`src/rtl/cpu_types_pkg.sv`:
```
// Shared CPU types: register indices, pipeline controller states and stage-control helpers.
package cpu_types_pkg;

   localparam int unsigned REG_W = 5;

   typedef logic [REG_W-1:0] regbits_t;

   // Pipeline controller FSM states
   typedef enum logic [1:0] {
      PC_RUN,
      PC_DWAIT,
      PC_HALT
   } pctrl_state_t;

   // Which priority rule governs the current cycle
   typedef enum logic [2:0] {
      RULE_HALT,
      RULE_DWAIT,
      RULE_MHALT,
      RULE_REDIRECT,
      RULE_LOADUSE,
      RULE_NORMAL
   } pctrl_rule_t;

   // Per-stage register control pair
   typedef struct packed {
      logic en;
      logic flush;
   } stage_ctrl_t;

   localparam stage_ctrl_t STAGE_ADVANCE = '{en: 1'b1, flush: 1'b0};
   localparam stage_ctrl_t STAGE_BUBBLE  = '{en: 1'b1, flush: 1'b1};
   localparam stage_ctrl_t STAGE_HOLD    = '{en: 1'b0, flush: 1'b0};

endpackage

```
`src/rtl/load_use_detect.sv`:
```
// Load-use hazard detector: a load in EX whose destination is read by the ID instruction.
module load_use_detect
   import cpu_types_pkg::*;
(
   input  logic           ex_dREN,
   input  logic [REG_W-1:0] ex_wsel,
   input  logic [REG_W-1:0] id_rs,
   input  logic [REG_W-1:0] id_rt,
   input  logic           id_uses_rt,
   output logic           hazard
);

   logic rs_match;
   logic rt_match;

   // Register 0 is hardwired, so a load targeting it never creates a dependency
   always_comb begin
      rs_match = (ex_wsel == id_rs);
      rt_match = id_uses_rt & (ex_wsel == id_rt);
      hazard   = ex_dREN & (ex_wsel != '0) & (rs_match | rt_match);
   end

endmodule

```
`src/rtl/pipeline_ctrl.sv`:
```
// Central stall/flush sequencer for the five-stage pipeline.
module pipeline_ctrl
   import cpu_types_pkg::*;
#(
   parameter int unsigned STALL_CNT_W = 32
) (
   input  logic                   CLK,
   input  logic                   nRST,
   input  logic                   ihit,
   input  logic                   dhit,
   input  logic                   mem_dREN,
   input  logic                   mem_dWEN,
   input  logic                   mem_redirect,
   input  logic                   mem_halt,
   input  logic                   ex_dREN,
   input  logic [REG_W-1:0]       ex_wsel,
   input  logic [REG_W-1:0]       id_rs,
   input  logic [REG_W-1:0]       id_rt,
   input  logic                   id_uses_rt,
   output logic                   pc_en,
   output logic                   ifid_en,
   output logic                   idex_en,
   output logic                   exmem_en,
   output logic                   memwb_en,
   output logic                   ifid_flush,
   output logic                   idex_flush,
   output logic                   exmem_flush,
   output logic                   memwb_flush,
   output logic                   halt,
   output logic [STALL_CNT_W-1:0] stall_cnt
);

   pctrl_state_t           state_q, state_d;
   logic                   fetch_done_q, fetch_done_d;
   logic                   halt_q, halt_d;
   logic [STALL_CNT_W-1:0] cnt_q, cnt_d;

   pctrl_rule_t rule;
   logic        dwait;
   logic        fetch_ok;
   logic        load_use;
   stage_ctrl_t ifid_c, idex_c, exmem_c, memwb_c;

   load_use_detect u_load_use_detect (
      .ex_dREN    (ex_dREN),
      .ex_wsel    (ex_wsel),
      .id_rs      (id_rs),
      .id_rt      (id_rt),
      .id_uses_rt (id_uses_rt),
      .hazard     (load_use)
   );

   // Pick the highest-priority rule that applies this cycle
   always_comb begin
      dwait    = (mem_dREN | mem_dWEN) & ~dhit;
      fetch_ok = ihit | fetch_done_q;
      rule     = RULE_NORMAL;
      if (state_q == PC_HALT) begin
         rule = RULE_HALT;
      end else if (dwait) begin
         rule = RULE_DWAIT;
      end else if (mem_halt) begin
         rule = RULE_MHALT;
      end else if (mem_redirect) begin
         rule = RULE_REDIRECT;
      end else if (load_use) begin
         rule = RULE_LOADUSE;
      end
   end

   // State register: FSM, fetch-done latch, halt flag, stall counter
   always_ff @(posedge CLK) begin
      if (!nRST) begin
         state_q      <= PC_RUN;
         fetch_done_q <= 1'b0;
         halt_q       <= 1'b0;
         cnt_q        <= '0;
      end else begin
         state_q      <= state_d;
         fetch_done_q <= fetch_done_d;
         halt_q       <= halt_d;
         cnt_q        <= cnt_d;
      end
   end

   // Next-state logic; DWAIT leaves on dhit and that cycle is handled by the lower rules
   always_comb begin
      state_d = state_q;
      unique case (rule)
         RULE_HALT:  state_d = PC_HALT;
         RULE_DWAIT: state_d = PC_DWAIT;
         RULE_MHALT: state_d = PC_HALT;
         default:    state_d = PC_RUN;
      endcase
      halt_d = (state_d == PC_HALT);
   end

   // Stage control priority mux; reset bubbles every stage
   always_comb begin
      pc_en   = 1'b0;
      ifid_c  = STALL_ADVANCE_DEFAULT();
      idex_c  = STAGE_ADVANCE;
      exmem_c = STAGE_ADVANCE;
      memwb_c = STAGE_ADVANCE;
      if (!nRST) begin
         ifid_c  = STAGE_BUBBLE;
         idex_c  = STAGE_BUBBLE;
         exmem_c = STAGE_BUBBLE;
         memwb_c = STAGE_BUBBLE;
      end else begin
         unique case (rule)
            RULE_HALT: begin
               ifid_c  = STAGE_HOLD;
               idex_c  = STAGE_HOLD;
               exmem_c = STAGE_HOLD;
               memwb_c = STAGE_HOLD;
            end
            RULE_DWAIT: begin
               ifid_c  = STAGE_HOLD;
               idex_c  = STAGE_HOLD;
               exmem_c = STAGE_HOLD;
               memwb_c = STAGE_BUBBLE;
            end
            RULE_MHALT: begin
               ifid_c  = STAGE_BUBBLE;
               idex_c  = STAGE_BUBBLE;
               exmem_c = STAGE_BUBBLE;
            end
            RULE_REDIRECT: begin
               pc_en   = 1'b1;
               ifid_c  = STAGE_BUBBLE;
               idex_c  = STAGE_BUBBLE;
               exmem_c = STAGE_BUBBLE;
            end
            RULE_LOADUSE: begin
               ifid_c  = STAGE_HOLD;
               idex_c  = STAGE_BUBBLE;
            end
            default: begin
               pc_en  = fetch_ok;
               ifid_c = fetch_ok ? STAGE_ADVANCE : STAGE_BUBBLE;
            end
         endcase
      end
   end

   // Fetch-done latch remembers an instruction that arrived while the PC was held
   always_comb begin
      fetch_done_d = fetch_done_q;
      if (pc_en || mem_redirect) begin
         fetch_done_d = 1'b0;
      end else if (ihit && (rule == RULE_DWAIT || rule == RULE_LOADUSE)) begin
         fetch_done_d = 1'b1;
      end
   end

   // Saturating count of PC-stall cycles outside HALT
   always_comb begin
      cnt_d = cnt_q;
      if (!pc_en && (state_q != PC_HALT) && (cnt_q != '1)) begin
         cnt_d = cnt_q + 1'b1;
      end
   end

   // Unpack stage controls onto the ports
   always_comb begin
      ifid_en     = ifid_c.en;
      ifid_flush  = ifid_c.flush;
      idex_en     = idex_c.en;
      idex_flush  = idex_c.flush;
      exmem_en    = exmem_c.en;
      exmem_flush = exmem_c.flush;
      memwb_en    = memwb_c.en;
      memwb_flush = memwb_c.flush;
      halt        = halt_q;
      stall_cnt   = cnt_q;
   end

   function automatic stage_ctrl_t STALL_ADVANCE_DEFAULT();
      return STAGE_ADVANCE;
   endfunction

endmodule

```
`config.mk`:
```
export PLATFORM = sky130hd
export DESIGN_NAME = pipeline_ctrl
export DESIGN_NICKNAME = d
export VERILOG_FILES = /design/src/rtl/cpu_types_pkg.sv /design/src/rtl/load_use_detect.sv /design/src/rtl/pipeline_ctrl.sv
export SDC_FILE = /design/constraint.sdc
export NUM_CORES = 1
export LEC_CHECK = 0
export CORE_ASPECT_RATIO = 0.7
export CORE_MARGIN = 2
export CORE_UTILIZATION = 47
export DETAILED_ROUTE_END_ITERATION = 7
export PLACE_DENSITY = 0.8
export SETUP_SLACK_MARGIN = 0.02
export SLEW_MARGIN = 25
export SYNTH_ARGS = -nofsm -noshare
export SYNTH_HDL_FRONTEND = slang
export SYNTH_SLANG_ARGS = --single-unit
```
`constraint.sdc`:
```
create_clock -name CLK -period 2.6 [get_ports CLK]
set_clock_uncertainty 0.15 [all_clocks]
set_input_delay 0.52 -clock CLK [delete_from_list [all_inputs] [get_ports CLK]]
set_output_delay 0.52 -clock CLK [all_outputs]
set_load 0.005 [all_outputs]
```
=== Word level (Yosys, flattened, before mapping) ===
Index checks and enable logic that the tools add are counted.
W data, S select, Z words.

* Register bits after elaboration: 36
* Bits of input ports: 25
* Output and inout bits: 42

* $add $sub $neg: 1
* Equal/unequal tests: 10
* Multiplexer cells: 17
* Bitwise operators: 9
* Reductions and logical operators: 15

{| class="wikitable"
|+ Operators with widths
! cell !! number
|-
| $add A32 B1 Y32 const B || 1
|-
| $ne A32 B32 Y1 const B || 1
|-
| $pmux W2 S2 || 5
|-
| $mux W3 || 4
|-
| $eq A5 B5 Y1 || 2
|-
| $mux W2 || 4
|-
| $reduce_or A2 Y1 || 4
|-
| $eq A3 B2 Y1 const B || 2
|-
| $reduce_or A3 Y1 || 2
|-
| $reduce_bool A5 Y1 || 1
|-
| $and A1 B1 Y1 || 4
|-
| $eq A2 B2 Y1 const B || 2
|-
| $reduce_or A4 Y1 || 1
|-
| $eq A3 B1 Y1 const B || 1
|-
| $eq A3 B3 Y1 const B || 1
|-
| $logic_and A1 B1 Y1 || 3
|-
| $logic_not A3 Y1 || 1
|-
| $mux W1 || 3
|-
| $or A1 B1 Y1 || 3
|-
| $logic_or A1 B1 Y1 || 2
|-
| $ne A2 B2 Y1 const B || 1
|-
| $not A1 Y1 || 2
|-
| $pmux W1 S2 || 1
|-
| $logic_not A1 Y1 || 1
|}

=== Depth between registers and ports, before layout ===
Gate-level depths: netlist of run 1.

* Depth in word-level cells: 16
* Depth in mapped cells: 10
* Mapped depth without buffers: 7

=== Hierarchy ===
From an unflattened synthesis of run 1, not the netlist that was laid out.

* Cell total of the unflattened synthesis: 252
* Area total of the unflattened synthesis: 2087.0 um^2

{| class="wikitable"
|+ Modules (own cells, without submodules)
! module !! times used !! cells an instance !! area an instance (um^2) !! sequential area each (um^2)
|-
| pipeline_ctrl || 1 || 235 || 1954.4 || 720.7
|-
| load_use_detect || 1 || 17 || 132.6 || 0.0
|}

=== Worst setup path after synthesis of run 1 ===
OpenSTA, ideal clock, no wires.

* Path kind: input port to flip-flop
* Start: input port mem_dWEN
* End: register cnt_q[21], in the netlist stall_cnt[21]
* Data arrival time: 2040 ps
* Required time: 2331 ps
* Slack: 291 ps
* Stages: 9
* Cells stage by stage: o21bai_4 -> nand2_2 -> or3_1 -> a21oi_1 -> and2_1 -> buf_6 -> buf_2 -> nor3_1 -> o221a_2

* Longest elaborated chain between the ends: 11
* Elaborated cells between the ends (all ways): 15
* Classes of those cells: 4 x eq/ne; 4 x mux; 2 x bitwise; 5 x reduce/logical

{| class="wikitable"
|+ Ends and longest elaborated chain
! what !! RTL line !! RTL
|-
| from (decl) || pipeline_ctrl.sv:12 || <nowiki>input logic mem_dWEN,</nowiki>
|-
| $or A1 B1 Y1 * || pipeline_ctrl.sv:55 || <nowiki>dwait = (mem_dREN | mem_dWEN) & ~dhit;</nowiki>
|-
| $and A1 B1 Y1 * || pipeline_ctrl.sv:55 ||
|-
| $mux W3 * || pipeline_ctrl.sv:60 || <nowiki>end else if (dwait) begin</nowiki>
|-
| $mux W3 * || pipeline_ctrl.sv:58 || <nowiki>if (state_q == PC_HALT) begin</nowiki>
|-
| $eq A3 B1 Y1 (tied with other cells) || pipeline_ctrl.sv:111 || <nowiki>unique case (rule)</nowiki>
|-
| $reduce_or A4 Y1 (no source line) || - ||
|-
| $pmux W1 S2 * || pipeline_ctrl.sv:111 ||
|-
| $mux W1 * || pipeline_ctrl.sv:105 || <nowiki>if (!nRST) begin</nowiki>
|-
| $logic_not A1 Y1 * || pipeline_ctrl.sv:160 || <nowiki>if (!pc_en && (state_q != PC_HALT) && (cnt_q != '1)) begin</nowiki>
|-
| $logic_and A1 B1 Y1 * (2 in a row) || pipeline_ctrl.sv:160 ||
|-
| to (signal assigned) || pipeline_ctrl.sv:82 || <nowiki>cnt_q <= cnt_d;</nowiki>
|-
| to (decl) || pipeline_ctrl.sv:36 || <nowiki>logic [STALL_CNT_W-1:0] cnt_q, cnt_d;</nowiki>
|}

Every way passes the cells marked *; elsewhere a longest branch is shown, timed or not.
A chain may end at the register's enable or synchronous reset.

=== Worst setup path in the final report of run 1 ===
* Start: input port mem_redirect
* End: output port ifid_flush

* Longest elaborated chain between the ends: 8
* Elaborated cells between the ends (all ways): 13
* Classes of those cells: 4 x eq/ne; 6 x mux; 3 x reduce/logical

{| class="wikitable"
|+ Ends and longest elaborated chain
! what !! RTL line !! RTL
|-
| from (decl) || pipeline_ctrl.sv:13 || <nowiki>input logic mem_redirect,</nowiki>
|-
| $mux W3 * || pipeline_ctrl.sv:64 || <nowiki>end else if (mem_redirect) begin</nowiki>
|-
| $mux W3 * || pipeline_ctrl.sv:62 || <nowiki>end else if (mem_halt) begin</nowiki>
|-
| $mux W3 * || pipeline_ctrl.sv:60 ||
|-
| $mux W3 * || pipeline_ctrl.sv:58 ||
|-
| $eq A3 B1 Y1 (tied with other cells) || pipeline_ctrl.sv:111 ||
|-
| $reduce_or A3 Y1 (no source line) or $reduce_or A2 Y1 (tied branches) || - ||
|-
| $pmux W2 S2 * || pipeline_ctrl.sv:111 ||
|-
| $mux W2 * || pipeline_ctrl.sv:105 ||
|-
| to (decl) || pipeline_ctrl.sv:25 || <nowiki>output logic ifid_flush,</nowiki>
|}

Marked as above.

==> results of run 1 <==
-- worst max-delay path, cell delays in order --
cell             delay, ns
clkdlybuf4s50_1       0.46
nor2_2                0.21
nand4_2               0.16
a31o_2                0.28
o21a_1                0.10
buf_2                 0.12
-- worst max path at each step --
| stage | cells after the start | slack, ns | to |
|---|---|---|---|
| finish | 6 | 0.08 | ifid_flush |
| global route | 8 | 0.02 | ifid_flush |
| CTS | 8 | 0.02 | ifid_flush |
| detailed placement | 8 | -0.48 | ifid_flush |
| global placement | 8 | -0.44 | ifid_flush |
| floorplan | 9 | 0.29 | stall_cnt[21] |
-- sequential cells by signal, indices dropped and copies added, names as in the netlist --
register	count
halt	1
stall_cnt	32
fetch_done_q	1
state_q	2
-- cells by family (layout without fill, tap and decap cells) --
family                   count (synthesis)  in the layout  synth area share (%)
AND/OR/NAND/NOR                        126            126                 34.45
AO/OA/AOI/OAI                           67             67                 20.62
flip-flops                              36             36                 32.63
buffers and inverters                   21            104                 5.042
XOR/XNOR                                10             10                 3.966
multiplexers                             6              6                 2.720
adder cells (fa/ha/maj)                  1              1                0.5665
-- what timing repair did --
| item | 4_1_cts | 5_1_grt |
|---|---|---|
| setup buffers | 1 | 0 |
| gates cloned | 0 | 1 |
| pin swaps | 17 | 11 |
| endpoints found under the setup margin | 27 | 18 |
| resized for setup | 39 | 17 |
-- power groups by stage --
stage / sequential (W) / clock (W) / combinational, W
6_report: 0.000569 / 0.000430 / 0.000225
5_1_grt: 0.000570 / 0.000459 / 0.000240
4_1_cts: 0.000569 / 0.000433 / 0.000213
3_5_place_dp: 0.000582 / 0 / 0.000221
3_3_place_gp: 0.000581 / 0 / 0.000214
2_1_floorplan: 0.000580 / 0 / 0.000103
-- metrics by stage --
stage	setup WS, ns	instance area, sq um	TNS [ns]
detailed placement	-0.4829	3053	-11.29
finish	0.07750	3173	0
global placement	-0.4427	3053	-9.431
floorplan	0.2913	2208	0
CTS	0.01728	3133	0
global route	0.02187	3173	0
-- layout make-up --
class | count | area [sq um]
clock inverter | 2 | 10.01
multi-input combinational | 210 | 1405
clock buffer | 6 | 82.58
tap | 55 | 68.82
inverter | 3 | 11.26
timing repair buffer | 93 | 874.6
fill | 380 | 1256
sequential | 36 | 720.7
-- routing by layer --
metal  wire (um)  share of wire [%]  track usage (%)
met2        3247                 47            42.75
met5           0                  0                0
met3         407                5.8            5.362
met1        3259                 47            37.02
met4          65               0.93            7.029
-- cell usage in the layout, fill, tap and decap left out, types with 5 or more instances in the layout --
master | synthesis | routed
clkdlybuf4s50_1 | 0 | 42
dfxtp_1 | 36 | 36
nand2_1 | 23 | 23
buf_4 | 4 | 22
a21oi_1 | 21 | 21
nand3_1 | 15 | 15
nand2b_1 | 13 | 13
o21ai_0 | 15 | 13
or3_1 | 12 | 12
dlygate4sd2_1 | 0 | 12
nor2_1 | 12 | 10
nand4_1 | 9 | 9
xnor2_1 | 10 | 8
or4_1 | 8 | 8
o31ai_1 | 7 | 7
o41ai_1 | 7 | 7
and3_1 | 6 | 6
mux2i_1 | 6 | 6
clkbuf_8 | 0 | 6
o311ai_1 | 5 | 5
nor4_1 | 5 | 5
==> flow_summary.ini, run 1 <==
[placement]
dp_cells = 395
gp_congestion = 0.7915
port_buffers = 66
dpl.hpwl_um = 4848

[critical_path]
cp-startpoint = mem_redirect
cp.arrival_ns = 1.85
r2r_start = stall_cnt[12]
startpoint_type = input port
ff2ff_setup_slack_ns = 0.19
worstPathRequired_ns = 1.93
r2r_cells = 6
crit_path_end_kind = output pin
path_max_fanout = 2
timing.rr.end = stall_cnt[30]
critPathKind = input port to output pin

[sta]
fin_crit_ns = 2.523
fmax_mhz = 396.4
setup_viol = 0
rsz0062_at_grt = no
finalHoldViolations = 0
relSlewSlack_pct = 74.22
fin_hold_ws_ns = 0.3420
finalMaxSlewViolations = 0
min_period_over_period_pct = 97.02
tightest_slew_ns = 0.3770

[hold_path]
worstHoldPathCells = 2
min_from = stall_cnt[26]
min_to = stall_cnt[26]
hold_class = register to register

[synth]
synth_edf_count = 0
synthCells = 267
yosys.area.top_type = dfxtp_1
yosysMostFrequentCell = dfxtp_1
synth_top_area_share_pct = 32.63
yosys_warnings = 0
synth_flop_cell = dfxtp_1
synthTopCellsByCount = 36 x dfxtp_1, 23 x nand2_1, 21 x a21oi_1
syn_area_sq_mm = 0.002208
synthArstFlopShare_pct = 0
synth_nets = 293
ys_types = 48
ys_seq_elements = 36
syn_area_per_cell_sq_um = 8.271
synthTopCellsByArea = dfxtp_1 33%, a21oi_1 4.8%, xnor2_1 4.0%
ys_seq_area_share_pct = 32.63

[routing]
drc = 0
drt_pass1_iterations = 4
postRouteAntennaNets = 0
dr.first_iter.drc_count = 213
vias = 2447
routed_wl_um = 6980
via_per_inst = 6.042
wl_per_cell_um = 17.23

[clock_tree]
clkTransAtPathRegs_ns = 0.08
cts_buffers = 5
cts_tree = yes
cts_buffer_depth = 2
cts-hold-fix-buffers = 0
clock_latency_ns = 0.29
ctsRootBufferMaster = clkbuf_8
ctsHtreeMaxLevel = 2
clkSinkCount = 36

[power_and_ir_drop]
irDropWorstVdd_v = 0.0002242
combPwrFrac_pct = 18.4
p_seq_share_pct = 46.5
switchingPower_w = 0.0003380
leakagePower_nw = 1.119
power_density_mw_per_mm2 = 385.8
switching_share_pct = 27.61
p_clk_share_pct = 35.2
power_w = 0.001224
p_int_w = 0.0008863

[global_routing]
overflow = 0
grt_first_pass_wirelength_um = 10850
grt_usage_pct = 26.57
grt_max_degree = 44
grt_pass1_vias = 2193
grt_antenna_before_repair = 0

[die]
fp.dieW_um = 85.93
fp.dieH_um = 61.35
coreArea_sq_mm = 0.004429
row_count = 20
initial_core_util_pct = 49.86
die-area_sq_mm = 0.005272
io_pins = 67

[cells_and_area]
final_util_pct = 71.64
final_cells = 405
drive_gt1_share_pct = 17.71
n_antenna_cell = 0
syn_to_final_growth_pct = 43.68
nNetsFinal = 375

[outcome]
status = finished, final reports clean

[job]
maxCapViolations = 0
Note: power is estimated with default switching activity, not from simulation.
==> inputs of run 2 (changes only) <==
--- a/constraint.sdc
+++ b/constraint.sdc
@@ -4,2 +4,2 @@
 set_output_delay 0.52 -clock CLK [all_outputs]
-set_load 0.005 [all_outputs]
+set_load 0.05 [all_outputs]
==> run 2 against run 1 <==
Compared with the run above:
- count of clock-buffer cells in the layout is the same
- setup slack worse by 0.031 ns
- power increased by 11%
- first-iteration DRC count fell by 40%
- sequential share of layout area is 0.25 points lower
- die area did not move
- critical endpoint unchanged
- largest power group unchanged
- highest routed layer unchanged
==> flow_summary.ini, run 2 (same netlist as run 1, synthesis figures left out) <==
[clock_tree]
ctsHtreeMaxLevel = 2
cts_tree = yes
ctsRootBufferMaster = clkbuf_8
clkTransAtPathRegs_ns = 0.07
clock_latency_ns = 0.29
cts_buffer_depth = 2
cts-hold-fix-buffers = 0
clkSinkCount = 36
cts_buffers = 5

[global_routing]
grt_antenna_before_repair = 0
overflow = 0
grt_first_pass_wirelength_um = 10470
grt_max_degree = 31
grt_usage_pct = 25.61
grt_pass1_vias = 2100

[routing]
routed_wl_um = 6439
drt_pass1_iterations = 6
wl_per_cell_um = 15.86
via_per_inst = 5.929
postRouteAntennaNets = 0
drc = 0
vias = 2407
dr.first_iter.drc_count = 127

[die]
initial_core_util_pct = 49.86
fp.dieH_um = 61.35
row_count = 20
coreArea_sq_mm = 0.004429
fp.dieW_um = 85.93
io_pins = 67
die-area_sq_mm = 0.005272

[cells_and_area]
syn_to_final_growth_pct = 45.27
largest_reg_flops = 32
n_antenna_cell = 0
nNetsFinal = 376
mostFrequentLayoutCells = 37 x clkdlybuf4s50_1, 36 x dfxtp_1, 29 x buf_4
drive_gt1_share_pct = 21.08
final_common_cell = clkdlybuf4s50_1
n_fill_cell = 363

[sta]
fin_crit_ns = 2.554
finalSetupTns_ns = 0
rsz0062_at_grt = no
finalMaxSlewViolations = 0
setup_viol = 0
fin_hold_ws_ns = 0.3399
min_period_over_period_pct = 98.22
fmax_mhz = 391.6
finalHoldViolations = 0
tightest_slew_ns = 0.5256
relSlewSlack_pct = 64.85
setup_slack_ns = 0.04634

[critical_path]
startpoint_type = input port
path_max_fanout = 2
worstPathRequired_ns = 1.93
crit_path_end_kind = output pin
critPathKind = input port to output pin
cp.arrival_ns = 1.88

[power_and_ir_drop]
power_w = 0.001354
power_density_mw_per_mm2 = 422.2
p_int_w = 0.0009650
p_seq_share_pct = 42.0
switching_share_pct = 28.75
p_clk_share_pct = 36.7
irDropWorstVdd_v = 0.0002317
switchingPower_w = 0.0003893
leakagePower_nw = 1.145
combPwrFrac_pct = 21.3

[hold_path]
hold_class = register to register

[job]
maxCapViolations = 0

[outcome]
status = finished, final reports clean

[placement]
dp_slack_ns = -0.3535
dpl.hpwl_um = 4632
port_buffers = 66
gp_congestion = 0.7903
[run 2: changes by cell type in the layout (fill, tap and decap cells not counted), sizes merged]
cell	previous run	this run
bufinv	0	1
dlygate4sd2	12	6
clkbuf	11	14
dlymetal6s2s	1	2
clkinv	2	1
clkdlybuf4s50	42	37
buf	29	37
[run 2: worst paths after layout]
path / cells past startpoint / start / slack [ns] / endpoint
hold reg to reg: 2 / stall_cnt[26] / 0.34 / stall_cnt[26]
setup / recovery: 8 / id_rs[0] / 0.05 / ifid_flush
hold / removal: 2 / stall_cnt[26] / 0.34 / stall_cnt[26]
setup reg to reg: 6 / stall_cnt[12] / 0.23 / stall_cnt[30]
[run 2: area by class of cell]
| class | instances | area, sq um | share of cell area (%) |
|---|---|---|---|
| multi-input combinational | 210 | 1421 | 44.31 |
| clock buffer | 6 | 72.57 | 2.262 |
| timing repair buffer | 94 | 878.3 | 27.38 |
| clock inverter | 2 | 35.03 | 1.092 |
| tap | 55 | 68.82 | 2.145 |
| sequential | 36 | 720.7 | 22.46 |
| inverter | 3 | 11.26 | 0.3510 |
[run 2: what timing repair did]
item	CTS	global route
pin swaps	16	17
buffers inserted	2	0
endpoints found under the setup margin	13	7
gates resized for setup	24	28
hold endpoints to repair	0	0
[run 2: power groups by stage]
stage / clock, W / combinational (W) / sequential, W
2_1_floorplan: 0 / 0.000143 / 0.000602
3_3_place_gp: 0 / 0.000279 / 0.000581
3_5_place_dp: 0 / 0.000283 / 0.000581
4_1_cts: 0.000501 / 0.000283 / 0.000568
5_1_grt: 0.000525 / 0.000305 / 0.000570
6_report: 0.000498 / 0.000288 / 0.000569
[run 2: stage by stage]
stage	instances	area (sq um)	utilization (%)
5_1_grt	406	3208	72.43
3_3_place_gp	396	3079	69.52
4_1_cts	406	3203	72.32
6_report	406	3208	72.43
3_5_place_dp	396	3079	69.52
2_1_floorplan	267	2225	-
[run 2: layer usage]
layer	GRT usage, %	vias up	routed length (um)
li1	-	1180	-
met1	37.42	1114	3136
met2	38.65	106	2752
met3	5.630	7	485
met4	6.576	0	65
met5	0	-	0
[run 2: critical path: stages]
cell	delay, ns
clkdlybuf4s15_1	0.20
xnor2_1	0.16
nand3_1	0.11
o22ai_2	0.21
nand4_2	0.14
a31o_2	0.27
o21a_2	0.12
buf_8	0.15
==> inputs of run 3 (changes only) <==
Settings changed: GPL_TIMING_DRIVEN set to 0, MAX_ROUTING_LAYER set to met4.
==> run 3 against run 2 <==
Compared with the run above:
- global-route usage grew 3.8 points
- non-clock buffer count shrank 2
- largest cell class unchanged
- via count grew 5.3%
- largest power group unchanged
==> flow_summary.ini, run 3 (same netlist as run 1, synthesis figures left out) <==
[power_and_ir_drop]
power_density_mw_per_mm2 = 394.4
irDropWorstVdd_v = 0.0001945
leakagePower_nw = 1.181

[critical_path]
startpoint_type = register
crit_chain = nand3_2, nor4_4, nand2_2, nor2_1, clkbuf_2, buf_4, buf_4, o21ai_0, a21oi_1
cpMaxStageDelayCell = dfxtp_1
cpPeakStageDelay_ns = 0.48
crit_family = simple AND/OR/NAND/NOR gates
crit_path_end_kind = register
cp_common_cell = buf_4
crit_buf_inv = 3
path_max_fanout = 10
critPathKind = register to register
cp.arrival_ns = 2.58
worstPathRequired_ns = 2.66

[cells_and_area]
multi_input_area_sq_mm = 0.001633
final_cells = 404
syn_to_final_growth_pct = 50.71
seq_area_sq_um = 723.2
final_common_cell = clkdlybuf4s50_1
final_util_pct = 75.14
n_antenna_cell = 0
nNetsFinal = 374
n_fill_cell = 310
largest_reg_flops = 32
mostFrequentLayoutCells = 35 x clkdlybuf4s50_1, 34 x dfxtp_1, 22 x nand2_1
drive_gt1_share_pct = 27.22

[sta]
relSlewSlack_pct = 59.84
finalMaxSlewViolations = 0
tightest_slew_ns = 0.6024
fmax_mhz = 396.7
min_period_over_period_pct = 96.95
setup_viol = 0
finalHoldViolations = 0
fin_crit_ns = 2.521
finalSetupTns_ns = 0
rsz0062_at_grt = no
fin_hold_ws_ns = 0.3357

[global_routing]
grt_usage_pct = 29.42
overflow = 0
grt_pass1_vias = 2204
grt_first_pass_wirelength_um = 11540
grt_antenna_before_repair = 0
grt_max_degree = 11

[clock_tree]
cts_buffers = 5
cts_buffer_depth = 2
clkSinkCount = 36
ctsRootBufferMaster = clkbuf_8
ctsHtreeMaxLevel = 2
clkTransAtPathRegs_ns = 0.08
clock_latency_ns = 0.29
cts_tree = yes
cts-hold-fix-buffers = 0

[outcome]
status = finished, final reports clean

[die]
coreArea_sq_mm = 0.004429
initial_core_util_pct = 49.86
io_pins = 67
fp.dieH_um = 61.35
fp.dieW_um = 85.93
die-area_sq_mm = 0.005272
row_count = 20

[placement]
dp_cells = 388
dpl.hpwl_um = 4919
port_buffers = 66
gp_congestion = 0.8895

[routing]
drc = 0
wl_per_cell_um = 18.53
vias = 2534
dr.first_iter.drc_count = 317
postRouteAntennaNets = 0
drt_pass1_iterations = 6
via_per_inst = 6.272
routed_wl_um = 7486

[job]
maxCapViolations = 0

[hold_path]
hold_class = register to register
==> run 3: cell count changes in the layout (fill, tap and decap cells not counted), moves of 4 or more <==
cell             change
buf_2                +5
buf_4               -17
clkbuf_1             +7
clkbuf_2             +5
clkdlybuf4s15_2      +4
xnor2_1              -6
xnor2_2              +6
==> run 3: metal layers <==
layer | global-route usage [%] | share of wire (%) | up-vias
met1 | 42.44 | 46 | 1187
met3 | 5.630 | 9.1 | 10
met2 | 42.97 | 44 | 156
met5 | - | 0 | -
met4 | 6.122 | 1.0 | 0
li1 | - | - | 1181
==> run 3: area by class of cell <==
class                           count  share of cell area, %
Tap cell                           55                  2.068
Multi-Input combinational cell    210                  49.06
Sequential cell                    36                  21.73
Timing Repair Buffer               74                  20.15
Inverter                            3                 0.3383
Buffer                             18                  3.947
Clock buffer                        8                  2.707
==> run 3: worst register-to-register path, cell delays in order, from the launching register on <==
cell and delay [ns]:
dfxtp_1 0.48, nand3_2 0.19, nor4_4 0.38, nand2_2 0.13, nor2_1 0.14, clkbuf_2 0.26, buf_4 0.23, buf_4 0.22
o21ai_0 0.12, a21oi_1 0.15
==> run 3: report_power, final <==
part           switching, W  internal, W  total, W
logic              0.000197     0.000126  0.000322
clock network      0.000204     0.000216  0.000421
registers        0.00000950     0.000560  0.000569
total              0.000410     0.000902   0.00131
==> run 3: path summary, 6_finish.rpt <==
path / start / to / slack, ns / cells after the start
worst max register to register: stall_cnt[12] / stall_cnt[0] / 0.08 / 9
worst max-delay path: stall_cnt[12] / stall_cnt[0] / 0.08 / 9
worst min-delay path: stall_cnt[8] / stall_cnt[8] / 0.34 / 2
worst min register to register: stall_cnt[8] / stall_cnt[8] / 0.34 / 2
==> run 3: per-stage QoR <==
step           setup slack, ns  cell area (sq um)  power [W]
2_1_floorplan          0.01605               2225  0.0007443
3_3_place_gp           -0.9074               2954  0.0008502
3_5_place_dp           -0.9265               2954  0.0008531
4_1_cts                0.02079               3112   0.001270
5_1_grt                0.01808               3328   0.001356
6_report               0.07921               3328   0.001313
==> run 3: timing repair <==
item / in CTS / in global routing
endpoints found under the setup margin: 40 / 36
pin swaps: 18 / 21
cloned: 0 / 1
setup buffers: 3 / 4
resized for setup: 83 / 72
